File: config.mk
export PLATFORM = sky130hd
export DESIGN_NAME = pipe_stage_reg
export DESIGN_NICKNAME = d
export VERILOG_FILES = /design/src/rtl/pipe_pkg.sv /design/src/rtl/pipe_stage_reg_slot.sv /design/src/rtl/pipe_stage_reg.sv
export SDC_FILE = /design/constraint.sdc
export NUM_CORES = 1
export LEC_CHECK = 0
export ABC_AREA = 1
export CAP_MARGIN = 10
export CELL_PAD_IN_SITES_DETAIL_PLACEMENT = 0
export CELL_PAD_IN_SITES_GLOBAL_PLACEMENT = 1
export CORE_UTILIZATION = 47
export DETAILED_ROUTE_END_ITERATION = 10
export DONT_BUFFER_PORTS = 1
export PLACE_DENSITY = 0.83
export SLEW_MARGIN = 20
export SYNTH_ARGS = -nofsm -noshare
export SYNTH_HDL_FRONTEND = slang
export SYNTH_SLANG_ARGS = --single-unit
File: constraint.sdc
create_clock -name clk -period 7.1 [get_ports clk]
set_clock_uncertainty 0.05 [all_clocks]
set_input_delay 2.13 -clock clk [delete_from_list [all_inputs] [get_ports clk]]
set_output_delay 2.13 -clock clk [all_outputs]
set_load 0.02 [all_outputs]
File: src/rtl/pipe_pkg.sv
// Shared definitions for the inter-stage pipeline registers: slot operations,
// control-field layout, per-stage bundle widths and per-stage bubble patterns.
package pipe_pkg;

    // Operation applied to one valid+ctrl+data entry on a clock edge.
    typedef enum logic [1:0] {
        SLOT_HOLD  = 2'd0,  // keep everything
        SLOT_LOAD  = 2'd1,  // capture new bundle, mark valid
        SLOT_DRAIN = 2'd2,  // invalidate, ctrl to clear pattern, data kept
        SLOT_CLEAR = 2'd3   // invalidate, ctrl to clear pattern, data zeroed
    } slot_op_e;

    // Control bundle layout shared by ID/EX, EX/MEM and MEM/WB.
    localparam int CTRL_REGDST_LSB = 0;
    localparam int CTRL_REGDST_W   = 2;
    localparam int CTRL_REGWRITE   = 2;
    localparam int CTRL_MEMTOREG   = 3;
    localparam int CTRL_RET        = 4;
    localparam int CTRL_CALL       = 5;
    localparam int CTRL_BTYPE_LSB  = 6;
    localparam int CTRL_BTYPE_W    = 3;
    localparam int CTRL_BRANCH     = 9;
    localparam int CTRL_MEMWRITE   = 10;
    localparam int CTRL_MEMREAD    = 11;
    localparam int CTRL_RUN        = 12;
    localparam int CTRL_FULL_W     = 13;

    localparam int XLEN   = 32;
    localparam int REG_AW = 5;

    // IF/ID only needs the run bit; data is pc + instruction.
    localparam int IFID_CTRL_W  = 1;
    localparam int IFID_DATA_W  = 2 * XLEN;
    localparam int IFID_RUN     = 0;

    // ID/EX data: pc, rs1 value, rs2 value, immediate, rs1/rs2/rd indices.
    localparam int IDEX_CTRL_W  = CTRL_FULL_W;
    localparam int IDEX_DATA_W  = 4 * XLEN + 3 * REG_AW;

    // EX/MEM data: alu result, store data, link address, rd index.
    localparam int EXMEM_CTRL_W = CTRL_FULL_W;
    localparam int EXMEM_DATA_W = 3 * XLEN + REG_AW;

    // MEM/WB data: load data, alu result, link address, rd index.
    localparam int MEMWB_CTRL_W = CTRL_FULL_W;
    localparam int MEMWB_DATA_W = 3 * XLEN + REG_AW;

    // Build a full-width control word with only the run bit driven.
    function automatic logic [CTRL_FULL_W-1:0] ctrl_run_only(input logic run);
        logic [CTRL_FULL_W-1:0] c;
        c = '0;
        c[CTRL_RUN] = run;
        return c;
    endfunction

    // Bubble patterns. EX/MEM keeps run asserted so a squashed slot does not
    // look like a halt to the memory stage.
    localparam logic [IFID_CTRL_W-1:0]  IFID_CTRL_NOP  = '0;
    localparam logic [IDEX_CTRL_W-1:0]  IDEX_CTRL_NOP  = ctrl_run_only(1'b0);
    localparam logic [EXMEM_CTRL_W-1:0] EXMEM_CTRL_NOP = ctrl_run_only(1'b1);
    localparam logic [MEMWB_CTRL_W-1:0] MEMWB_CTRL_NOP = ctrl_run_only(1'b0);

endpackage

File: src/rtl/pipe_stage_reg_slot.sv
// One register entry (valid + control + data) of the stage register.
// Used twice by pipe_stage_reg: once as the main entry, once as the skid entry.
module pipe_slot
    import pipe_pkg::*;
#(
    parameter int                CTRL_W     = 16,
    parameter int                DATA_W     = 64,
    parameter logic [CTRL_W-1:0] CTRL_CLEAR = '0
) (
    input  logic              clk,
    input  logic              reset,
    input  slot_op_e          op,
    input  logic [CTRL_W-1:0] load_ctrl,
    input  logic [DATA_W-1:0] load_data,
    output logic              valid,
    output logic [CTRL_W-1:0] ctrl,
    output logic [DATA_W-1:0] data
);

    always_ff @(posedge clk or posedge reset) begin
        if (reset) begin
            valid <= 1'b0;
            ctrl  <= CTRL_CLEAR;
            data  <= '0;
        end else begin
            case (op)
                SLOT_LOAD: begin
                    valid <= 1'b1;
                    ctrl  <= load_ctrl;
                    data  <= load_data;
                end
                SLOT_DRAIN: begin
                    valid <= 1'b0;
                    ctrl  <= CTRL_CLEAR;
                end
                SLOT_CLEAR: begin
                    valid <= 1'b0;
                    ctrl  <= CTRL_CLEAR;
                    data  <= '0;
                end
                default: ;
            endcase
        end
    end

endmodule

File: src/rtl/pipe_stage_reg.sv
// Parametrised inter-stage register with valid/ready handshake and a 2-entry
// skid buffer. Optional stall counter: define PIPE_STAGE_REG_STALL_CNT_EN.
module pipe_stage_reg
    import pipe_pkg::*;
#(
    parameter int                CTRL_W     = 16,
    parameter int                DATA_W     = 64,
    parameter logic [CTRL_W-1:0] CTRL_CLEAR = {CTRL_W{1'b0}},
    parameter int                CNT_W      = 16
) (
    input  logic              clk,
    input  logic              reset,
    input  logic              flush,
    input  logic              in_valid,
    output logic              in_ready,
    input  logic [CTRL_W-1:0] in_ctrl,
    input  logic [DATA_W-1:0] in_data,
    output logic              out_valid,
    input  logic              out_ready,
    output logic [CTRL_W-1:0] out_ctrl,
    output logic [DATA_W-1:0] out_data,
    output logic [CNT_W-1:0]  stall_cnt
);

    logic              s_valid;
    logic [CTRL_W-1:0] s_ctrl;
    logic [DATA_W-1:0] s_data;

    slot_op_e          m_op;
    slot_op_e          s_op;
    logic [CTRL_W-1:0] m_ctrl_src;
    logic [DATA_W-1:0] m_data_src;

    logic in_fire;
    logic m_free;

    // in_ready comes straight from a flop, so out_ready never reaches it.
    assign in_ready = !s_valid;
    assign in_fire  = in_valid && in_ready;
    assign m_free   = !out_valid || out_ready;

    // Main entry refills from the skid entry first to keep FIFO order.
    assign m_ctrl_src = s_valid ? s_ctrl : in_ctrl;
    assign m_data_src = s_valid ? s_data : in_data;

    always_comb begin
        m_op = SLOT_HOLD;
        s_op = SLOT_HOLD;
        if (flush) begin
            m_op = SLOT_CLEAR;
            s_op = SLOT_CLEAR;
        end else if (m_free) begin
            if (s_valid) begin
                m_op = SLOT_LOAD;
                s_op = SLOT_DRAIN;
            end else if (in_fire) begin
                m_op = SLOT_LOAD;
            end else begin
                m_op = SLOT_DRAIN;
            end
        end else if (in_fire) begin
            s_op = SLOT_LOAD;
        end
    end

    pipe_slot #(
        .CTRL_W    (CTRL_W),
        .DATA_W    (DATA_W),
        .CTRL_CLEAR(CTRL_CLEAR)
    ) u_main (
        .clk      (clk),
        .reset    (reset),
        .op       (m_op),
        .load_ctrl(m_ctrl_src),
        .load_data(m_data_src),
        .valid    (out_valid),
        .ctrl     (out_ctrl),
        .data     (out_data)
    );

    pipe_slot #(
        .CTRL_W    (CTRL_W),
        .DATA_W    (DATA_W),
        .CTRL_CLEAR(CTRL_CLEAR)
    ) u_skid (
        .clk      (clk),
        .reset    (reset),
        .op       (s_op),
        .load_ctrl(in_ctrl),
        .load_data(in_data),
        .valid    (s_valid),
        .ctrl     (s_ctrl),
        .data     (s_data)
    );

`ifdef PIPE_STAGE_REG_STALL_CNT_EN
    logic [CNT_W-1:0] stall_q;

    // Saturating; flush deliberately leaves it alone so perf counts survive.
    always_ff @(posedge clk or posedge reset) begin
        if (reset) begin
            stall_q <= '0;
        end else if (out_valid && !out_ready && (stall_q != {CNT_W{1'b1}})) begin
            stall_q <= stall_q + CNT_W'(1);
        end
    end

    assign stall_cnt = stall_q;
`else
    assign stall_cnt = '0;
`endif

endmodule

---- Word level (Yosys, flattened, before mapping) ----
Cells that the tools add are included.
W data, S select, Z words.
word-level totals
  register bits ........................... 162
  latch bits .............................. 0
  bits in writable memories ............... 0
  bits in read-only memories .............. 0
  bits of input ports ..................... 85
  output and inout port bits .............. 98
  word-level logic and storage cells ...... 38
  memories kept ........................... 0
operators by class
  add/subtract/negate cells ............... 0
  $mul .................................... 0
  div/mod/pow operators ................... 0
  order comparisons ....................... 0
  equal/unequal tests ..................... 6
  shift operators ......................... 0
  muxes and demuxes ....................... 16
  bitwise gates (word level) .............. 0
  reduce and logical (&&, ||, !) cells .... 10
operator list
  operator              number
  $pmux W64 S2          2
  $mux W64              1
  $pmux W16 S2          2
  $mux W16              1
  $mux W2               7
  $eq A2 B2 Y1 const B  4
  $reduce_bool A2 Y1    4
  $eq A2 B1 Y1 const B  2
  $pmux W1 S2           2
  $reduce_or A2 Y1      2
  $logic_not A1 Y1      2
  $logic_and A1 B1 Y1   1
  $logic_or A1 B1 Y1    1
  $mux W1               1

---- Depth between registers and ports, before layout ----
Gate-level depths: netlist (run 1).
  depth after elaboration ................. 9
  mapped depth ............................ 8
  depth with buffers taken out ............ 5

---- Modules after synthesis ----
A second synthesis (run 1) with hierarchy kept.
second synthesis, totals
  cells, all modules ...................... 994
  area, all modules ....................... 7716.2 um^2
by module, submodules not included
  module          times used  cells an instance  area an instance (um^2)  seq. area each (um^2)
  pipe_slot       2           351                3244.4                   2026.9
  pipe_stage_reg  1           292                1227.4                   0.0

---- Worst setup path before layout (run 1) ----
OpenSTA, ideal clock, no wires.
  path type ............................... reg2out
  from .................................... register u_skid.valid
  to ...................................... output port in_ready
  arrival ................................. 0.823 ns
  required time ........................... 4.920 ns
  path slack .............................. 4.097 ns
  stages on the path, launching flop included .. 4
  buffers on the path ..................... 2
  cells stage by stage .................... dfrtp_1 buf_4 inv_2 buf_2
on the way
  cells in the longest elaborated chain, start to end .. 1
RTL lines
  item                    line                       text
  start, declared         pipe_stage_reg_slot.sv:15  output logic valid,
  start signal, assigned  pipe_stage_reg_slot.sv:22  valid <= 1'b0;
  start signal, assigned  pipe_stage_reg_slot.sv:28  valid <= 1'b1;
  start signal, assigned  pipe_stage_reg_slot.sv:33  valid <= 1'b0;
  $logic_not A1 Y1        pipe_stage_reg.sv:38       assign in_ready = !s_valid;
  end, declared           pipe_stage_reg.sv:15       output logic in_ready,
No other way between the ends.

---- Worst setup path in the final report (run 1) ----
Ends and elaborated chain as after synthesis.

==> results of run 1 <==
## kinds of logic (layout without fill, tap and decap cells)
group	after synthesis	count (layout)
simple gates	717	717
flops	162	162
buf+inv	119	60
compound gates	18	18
other cells	1	16
## through the flow
| stage | hold WS (ns) | std cells | setup slack, ns | total power, uW |
|---|---|---|---|---|
| after global routing | 0.4743 | 1193 | 2.845 | 2199 |
| final | 0.4542 | 1193 | 2.928 | 2111 |
| after CTS | 0.4590 | 1193 | 2.935 | 2137 |
| after floorplan | 0.4256 | 1032 | 0.5434 | 1202 |
| after detailed placement | 0.4430 | 1162 | 2.941 | 1228 |
| after global placement | 0.4392 | 1162 | 2.959 | 1225 |
## final timing paths
kind                       cells after the start  slack (ns)                         from                          end
min in group asynchronous                      1        1.58                        reset  u_main.ctrl[12]$_DFFE_PP0P_
hold / removal                                 2        0.45  u_skid.data[42]$_DFFE_PP0P_  u_skid.data[42]$_DFFE_PP0P_
setup / recovery                               2        2.93     u_skid.valid$_DFFE_PP0P_                     in_ready
hold reg to reg                                2        0.45  u_skid.data[42]$_DFFE_PP0P_  u_skid.data[42]$_DFFE_PP0P_
max in group asynchronous                      2        4.29                        reset  u_skid.data[60]$_DFFE_PP0P_
setup reg to reg                               7        3.90     u_skid.valid$_DFFE_PP0P_   u_skid.data[6]$_DFFE_PP0P_
## synth_stat cells (2+ instances only)
cell,instances,share of area
inv_2,5,0.0023
o21ai_0,16,0.0098
nand2_1,369,0.17
clkbuf_1,7,0.0032
nor2_8,4,0.0098
nor2_4,2,0.0028
dfrtp_1,162,0.50
nor2_1,32,0.015
nand2_2,2,0.0015
buf_6,15,0.021
nand3_1,289,0.18
buf_1,13,0.0060
buf_4,34,0.031
buf_2,28,0.017
inv_1,17,0.0078
nand3_2,16,0.020
## layer usage
metal,vias to the layer above,part of all wire
li1,3156,-
met1,3093,0.45
met2,159,0.47
met3,16,0.071
met4,0,0.011
met5,-,0
## sequential cells by signal, summed over array words and instances (netlist names)
register	flops
u_main.valid	1
u_skid.valid	1
u_skid.data	64
u_skid.ctrl	16
u_main.data	64
u_main.ctrl	16
## worst max-delay path: cells and delay by family, from the launching register on
family / cells / cell delay, ns
buffers and inverters: 2 / 0.79
flip-flops: 1 / 0.72
## cell type report
cell class                 instances  area [um^2]  share of cell area
sequential                       162         4058              0.4787
multi-input combinational        751         3425              0.4040
clock buffer                      22        464.2             0.05477
tap                              220        275.3             0.03248
clock inverter                     9        106.4             0.01255
inverter                          22        95.09             0.01122
timing repair buffer               7        52.55            0.006200
## power groups by stage
| stage | Sequential (uW) | Clock (uW) | Combinational, uW |
|---|---|---|---|
| 6_report | 1030 | 904 | 174 |
| 5_1_grt | 1040 | 960 | 201 |
| 4_1_cts | 1030 | 926 | 178 |
| 3_5_place_dp | 1050 | 0 | 178 |
| 3_3_place_gp | 1050 | 0 | 175 |
| 2_1_floorplan | 1040 | 0 | 164 |
==> impl_metrics.yaml, run 1 <==
setup_path:
  start_kind: "flip-flop"
  critPathRequiredTime_ns: 4.92
  endpoint_kind: "primary output"
  cp_max_fo: 67
  crit_slowest_cell: "dfrtp_4"
  crit_chain: "inv_2, buf_4"
  arrival_ns: 1.99
  crit_path_max_incr_delay_ns: 0.72
  worstSetupPathType: "flip-flop to primary output"
floorplan:
  die_w_um: 133.6
  die-area_um2: 17860
  core-area_um2: 16760
  rows: 47
  start_util: 0.4859
  io_pins: 183
  die_h_um: 133.6
synthesis:
  synth_top_family_by_area: "simple AND/OR/NAND/NOR gates"
  ys_ff_latch: 162
  syn_avg_cell_area_um2: 8.008
  async_flop_share: 1.000
  synthFlopType: "dfrtp_1"
  yosysSeqAreaShare: 0.4978
  synthAdderAreaFrac: 0
  synthCells: 1017
  synthXorXnorAreaFrac: 0
  synth_cell_types: 22
  synth-compound-area-share: 0.01244
  yosys_warnings: 0
  synth_edf_count: 0
  synthMuxAreaShare: 0
  yosys.area_share.simple: 0.4007
  syn_area_um2: 8144
pwr:
  p_clk_frac: 0.428
  sw_frac_of_total: 0.2695
  irDropWorstVdd_uv: 162.7
  seq_power_share: 0.489
  p_switching_uw: 569.0
  p_int_uw: 1542
  leakagePower_uw: 0.004593
  combPwrFrac: 0.082
  p_per_area_nw_per_um2: 249.1
sta:
  hold_violations: 0
  worst_slew_pin_slew_ns: 1.044
  relSlewSlack: 0.3037
  fin_crit_sh: 0.5876
  slew_violations: 0
  period_minus_slack_ns: 4.172
  setup_tns_ns: 0
  setup_viol_count_final: 0
  fmax_mhz: 239.7
  rsz0062_at_grt: "false"
cells_and_area:
  layout_common_cells: "nand2_1, nand3_1, dfrtp_1, nor2_1, clkbuf_16"
  final_common_cell: "nand2_1"
  stdcell_area_um2: 8476
  syn_to_final_growth_pct: 4.071
  drive_gt1_frac: 0.07091
  nFillCells: 1653
  final_util: 0.5057
  nets: 1046
  antenna_cells: 0
detailed_routing:
  drc: 0
  postRouteAntennaNets: 0
  vias: 6424
  first_pass_iters: 4
  wire_per_inst_um: 16.38
  detailedRoute.firstIterationViolations: 389
  viasPerCell: 5.385
  wl_mm: 19.54
clock_tree:
  post_cts_buffers: 0
  cts-resized-gates: 0
  cts_buffers: 17
  clk_pin_slew_ns: 0.06
  postCtsHoldBufs: 0
  clockRootBuffer: "clkbuf_16"
  clock_latency_ns: 0.42
  clock-sinks: 162
  cts.path.max_buffers: 2
  htreeDepth: 4
  tritoncts: "yes"
grt:
  grt_pass1_wl_mm: 32.25
  grt-busiest-layer: "met2"
  grt_util_all_layers: 0.2293
  grt_use_met3: 0.07306
  grt_max_degree: 170
  met1_usage: 0.3061
  grt_pass1_vias: 5994
  grt.met2_usage: 0.3547
  grt_antenna_before_repair: 0
  grt-ovfl-total: 0
placed_design:
  gp_congestion: 0.7266
  place_area_um2: 7905
  io_buffers: 0
  hpwl_mm: 10.87
flow_run:
  maxCapViolCount: 0
outcome:
  status: "finished, final reports clean"
hold_path:
  hold_path.class: "flip-flop to flip-flop"
Power figures use the tool's default switching activity.
==> inputs of run 2 (changes only) <==
Settings changed: CORE_UTILIZATION 47 to 42, PLACE_DENSITY 0.83 to 0.79.
Clock period 7.1 ns to 3.7 ns, I/O delays scaled along.
==> impl_metrics.yaml, run 2 (synthesis gave the netlist of run 1 again) <==
setup_path:
  arrival_ns: 2.57
  rrSetupSlack_ns: 1.44
  cp_max_fo: 57
  crit_chain: "buf_4, nor2_4, nor2_8, buf_12, nand3_1, nand2_1"
  rr_endpoint: "u_main.data[52]$_DFFE_PP0P_"
  endpoint_kind: "flip-flop"
  path_delay_family: "simple AND/OR/NAND/NOR gates"
  critPathRequiredTime_ns: 4.00
  start_kind: "flip-flop"
  reg2reg_depth: 6
  cp_num_buf_inv: 2
  crit_path_max_incr_delay_ns: 0.54
  worstSetupPathType: "flip-flop to flip-flop"
  endpoint: "u_main.data[52]$_DFFE_PP0P_"
  cp.depth: 6
  crit_start: "u_skid.valid$_DFFE_PP0P_"
  r2r-start: "u_skid.valid$_DFFE_PP0P_"
  crit_slowest_cell: "buf_4"
cells_and_area:
  final_common_cell: "nand2_1"
  drive_gt1_frac: 0.07480
  nFillCells: 1860
  nets: 1053
  layout_common_cells: "nand2_1, nand3_1, dfrtp_1, nor2_1, clkbuf_16"
  top_regs: "u_main.data: 64 flops, u_skid.data: 64 flops"
  syn_to_final_growth_pct: 6.360
  antenna_cells: 0
floorplan:
  io_pins: 183
  die_w_um: 141.3
  rows: 50
  die_h_um: 141.3
  core-area_um2: 18830
  start_util: 0.4325
  die-area_um2: 19950
grt:
  grt_max_degree: 161
  grt_pass1_wl_mm: 33.45
  grt-ovfl-total: 0
  grt_pass1_vias: 6117
  grt_antenna_before_repair: 0
  grt_util_all_layers: 0.2126
outcome:
  status: "finished, final reports clean"
sta:
  setup_tns_ns: 0
  rsz0062_at_grt: "false"
  hold_violations: 0
  fin_crit_sh: 0.6111
  worst_slew_pin_slew_ns: 1.002
  setup_viol_count_final: 0
  slew_violations: 0
  period_minus_slack_ns: 2.261
  hold_slack_ns: 0.4582
  fmax_mhz: 442.3
  setup_ws_ns: 1.439
  relSlewSlack: 0.3321
clock_tree:
  postCtsHoldBufs: 0
  cts-resized-gates: 0
  clockRootBuffer: "clkbuf_16"
  htreeDepth: 4
  cts.path.max_buffers: 2
  clk_pin_slew_ns: 0.06
  post_cts_buffers: 0
  clock_latency_ns: 0.42
  tritoncts: "yes"
  clock-sinks: 162
  cts_buffers: 17
detailed_routing:
  viasPerCell: 5.153
  postRouteAntennaNets: 0
  drc: 0
  detailedRoute.firstIterationViolations: 420
  first_pass_iters: 5
  wire_per_inst_um: 16.37
  wl_mm: 20.24
  vias: 6369
hold_path:
  hold_path.class: "flip-flop to flip-flop"
pwr:
  irDropWorstVdd_uv: 298.4
  p_per_area_nw_per_um2: 480.1
  leakagePower_uw: 0.004657
placed_design:
  hpwl_mm: 11.60
  gp_congestion: 0.7045
  pre_cts_ws_ns: 0.9957
  io_buffers: 0
flow_run:
  maxCapViolCount: 0
-- run 2: cell type report --
class,count,area (um^2),area share
multi-input combinational,751,3425,0.3953
clock buffer,21,460.4,0.05316
inverter,22,93.84,0.01083
tap,260,325.3,0.03756
clock inverter,6,132.6,0.01531
sequential,162,4058,0.4684
timing repair buffer,14,167.7,0.01936
-- run 2: power breakdown --
| group | switching [uW] | internal [uW] |
|---|---|---|
| logic | 261 | 94.2 |
| clock network | 678 | 1150 |
| registers | 128 | 1850 |
-- run 2: worst min-delay path by stage --
stage | startpoint | to | slack, ns | depth (start not counted)
2_1_floorplan | u_skid.data[29]$_DFFE_PP0P_ | u_skid.data[29]$_DFFE_PP0P_ | 0.43 | 2
3_3_place_gp | u_skid.data[40]$_DFFE_PP0P_ | u_skid.data[40]$_DFFE_PP0P_ | 0.44 | 2
3_5_place_dp | u_skid.data[30]$_DFFE_PP0P_ | u_skid.data[30]$_DFFE_PP0P_ | 0.44 | 2
4_1_cts | u_skid.data[30]$_DFFE_PP0P_ | u_skid.data[30]$_DFFE_PP0P_ | 0.46 | 2
5_1_grt | u_skid.data[41]$_DFFE_PP0P_ | u_skid.data[41]$_DFFE_PP0P_ | 0.47 | 2
6_report | u_skid.ctrl[14]$_DFFE_PP0P_ | u_skid.ctrl[14]$_DFFE_PP0P_ | 0.46 | 2
-- run 2: through the flow --
| step | utilization | instance area (um^2) | std cells | power [uW] |
|---|---|---|---|---|
| after floorplan | - | 8204 | 1032 | 2308 |
| after CTS | 0.4600 | 8662 | 1236 | 4209 |
| after global placement | 0.4285 | 8069 | 1209 | 2371 |
| after detailed placement | 0.4285 | 8069 | 1209 | 2375 |
| final | 0.4600 | 8662 | 1236 | 4159 |
| after global routing | 0.4600 | 8662 | 1236 | 4337 |
-- run 2: worst min-delay path, stage by stage, from the launching register on --
cell	delay, ns
dfrtp_1	0.34
nor2_1	0.05
nor2_1	0.08
-- run 2: routing by layer --
layer  vias to the layer above  global-route usage  share of wire
met5                         -                   0              0
met2                       159              0.3447           0.48
met1                      3028              0.2802           0.45
met3                        14             0.05535          0.065
met4                         0             0.06064         0.0092
li1                       3168                   -              -
==> inputs of run 3 (changes only) <==
Settings changed: CORE_UTILIZATION 42 to 47, PLACE_DENSITY 0.79 to 0.83.
Clock period 3.7 ns to 2.1 ns, I/O delays scaled along.
==> impl_metrics.yaml, run 3 (synthesis gave the netlist of run 1 again) <==
sta:
  setup_viol_count_final: 0
  hold_violations: 0
  period_minus_slack_ns: 1.859
  rsz0062_at_grt: "false"
  fin_crit_sh: 0.8850
  relSlewSlack: 0.3797
  worst_slew_pin_slew_ns: 0.9305
  fmax_mhz: 538.1
  slew_violations: 0
  setup_ws_ns: 0.2415
floorplan:
  die_h_um: 133.6
  core-area_um2: 16760
  die-area_um2: 17860
  start_util: 0.4859
  rows: 47
  die_w_um: 133.6
  io_pins: 183
cells_and_area:
  nFillCells: 1655
  antenna_cells: 0
  final-seq-area_um2: 4058
  final_util: 0.5192
  final_common_cell: "nand2_1"
  nets: 1059
  syn_to_final_growth_pct: 6.852
  multi_input_area_um2: 3425
  layout_common_cells: "nand2_1, nand3_1, dfrtp_1, nor2_1, clkbuf_16"
  drive_gt1_frac: 0.08519
  top_regs: "u_main.data: 64 flops, u_skid.data: 64 flops"
setup_path:
  crit_chain: "inv_2"
  cp_max_fo: 7
  arrival_ns: 1.18
  crit_path_max_incr_delay_ns: 0.56
  start_kind: "flip-flop"
  path_delay_family: "flip-flops"
  worstSetupPathType: "flip-flop to primary output"
  crit_slowest_cell: "dfrtp_4"
  cp_num_buf_inv: 1
  critPathRequiredTime_ns: 1.42
  endpoint_kind: "primary output"
grt:
  grt_util_all_layers: 0.2281
  grt_antenna_before_repair: 0
  grt-ovfl-total: 0
  grt_pass1_wl_mm: 32.25
  grt_pass1_vias: 6061
  grt_max_degree: 77
detailed_routing:
  wl_mm: 19.49
  detailedRoute.firstIterationViolations: 435
  drc: 0
  wire_per_inst_um: 16.16
  viasPerCell: 5.367
  vias: 6473
  postRouteAntennaNets: 0
  first_pass_iters: 5
flow_run:
  maxCapViolCount: 0
clock_tree:
  cts.path.max_buffers: 2
  clock_latency_ns: 0.42
  clk_pin_slew_ns: 0.06
  post_cts_buffers: 0
  clock-sinks: 162
  clockRootBuffer: "clkbuf_16"
  cts-resized-gates: 0
  cts_buffers: 17
  tritoncts: "yes"
  postCtsHoldBufs: 0
  htreeDepth: 4
placed_design:
  hpwl_mm: 11.72
  gp_congestion: 0.7454
  pre_cts_ws_ns: 0.2377
  io_buffers: 0
pwr:
  p_per_area_nw_per_um2: 845.5
  leakagePower_uw: 0.004707
  irDropWorstVdd_uv: 547.9
  finalPower_uw: 7357
outcome:
  status: "finished, final reports clean"
hold_path:
  hold_path.class: "input pin to asynchronous set/reset pin"
-- run 3: metrics by stage --
step / setup TNS, ns / instances / hold WS (ns) / instance area, um^2
final: 0 / 1206 / 0.1768 / 8702
after global routing: 0 / 1206 / 0.2089 / 8702
after CTS: 0 / 1206 / 0.1962 / 8702
after detailed placement: 0 / 1175 / 0.4425 / 8089
after global placement: 0 / 1175 / 0.4388 / 8089
after floorplan: -103.16 / 1032 / 0.4256 / 8204
-- run 3: cell type report --
cell class | count | share of cell area
Inverter | 22 | 0.01078
Sequential cell | 162 | 0.4663
Clock buffer | 22 | 0.05564
Clock inverter | 9 | 0.01481
Multi-Input combinational cell | 751 | 0.3935
Tap cell | 220 | 0.03163
Timing Repair Buffer | 20 | 0.02732
-- run 3: metal layers --
layer	part of all wire	vias up	GRT usage
met5	0	-	0
met4	0.013	0	0.07197
met3	0.071	17	0.06393
met2	0.46	186	0.3530
met1	0.45	3084	0.3098
li1	-	3186	-
-- run 3: final timing paths --
path / endpoint / slack, ns / start / depth (start not counted)
setup / recovery: in_ready / 0.24 / u_skid.valid$_DFFE_PP0P_ / 1
hold / removal: u_skid.data[9]$_DFFE_PP0P_ / 0.18 / reset / 2
setup reg to reg: u_main.data[53]$_DFFE_PP0P_ / 0.31 / u_skid.valid$_DFFE_PP0P_ / 4
hold reg to reg: u_skid.data[33]$_DFFE_PP0P_ / 0.46 / u_skid.data[33]$_DFFE_PP0P_ / 2
max in group asynchronous: u_skid.data[38]$_DFFE_PP0P_ / 1.35 / reset / 2
min in group clk: u_main.valid$_DFFE_PP0P_ / 0.22 / flush / 1
-- run 3: power by group --
group	internal [uW]	total, uW	switching (uW)
registers	3260	3480	221
clock network	1990	3240	1250
logic	176	635	459
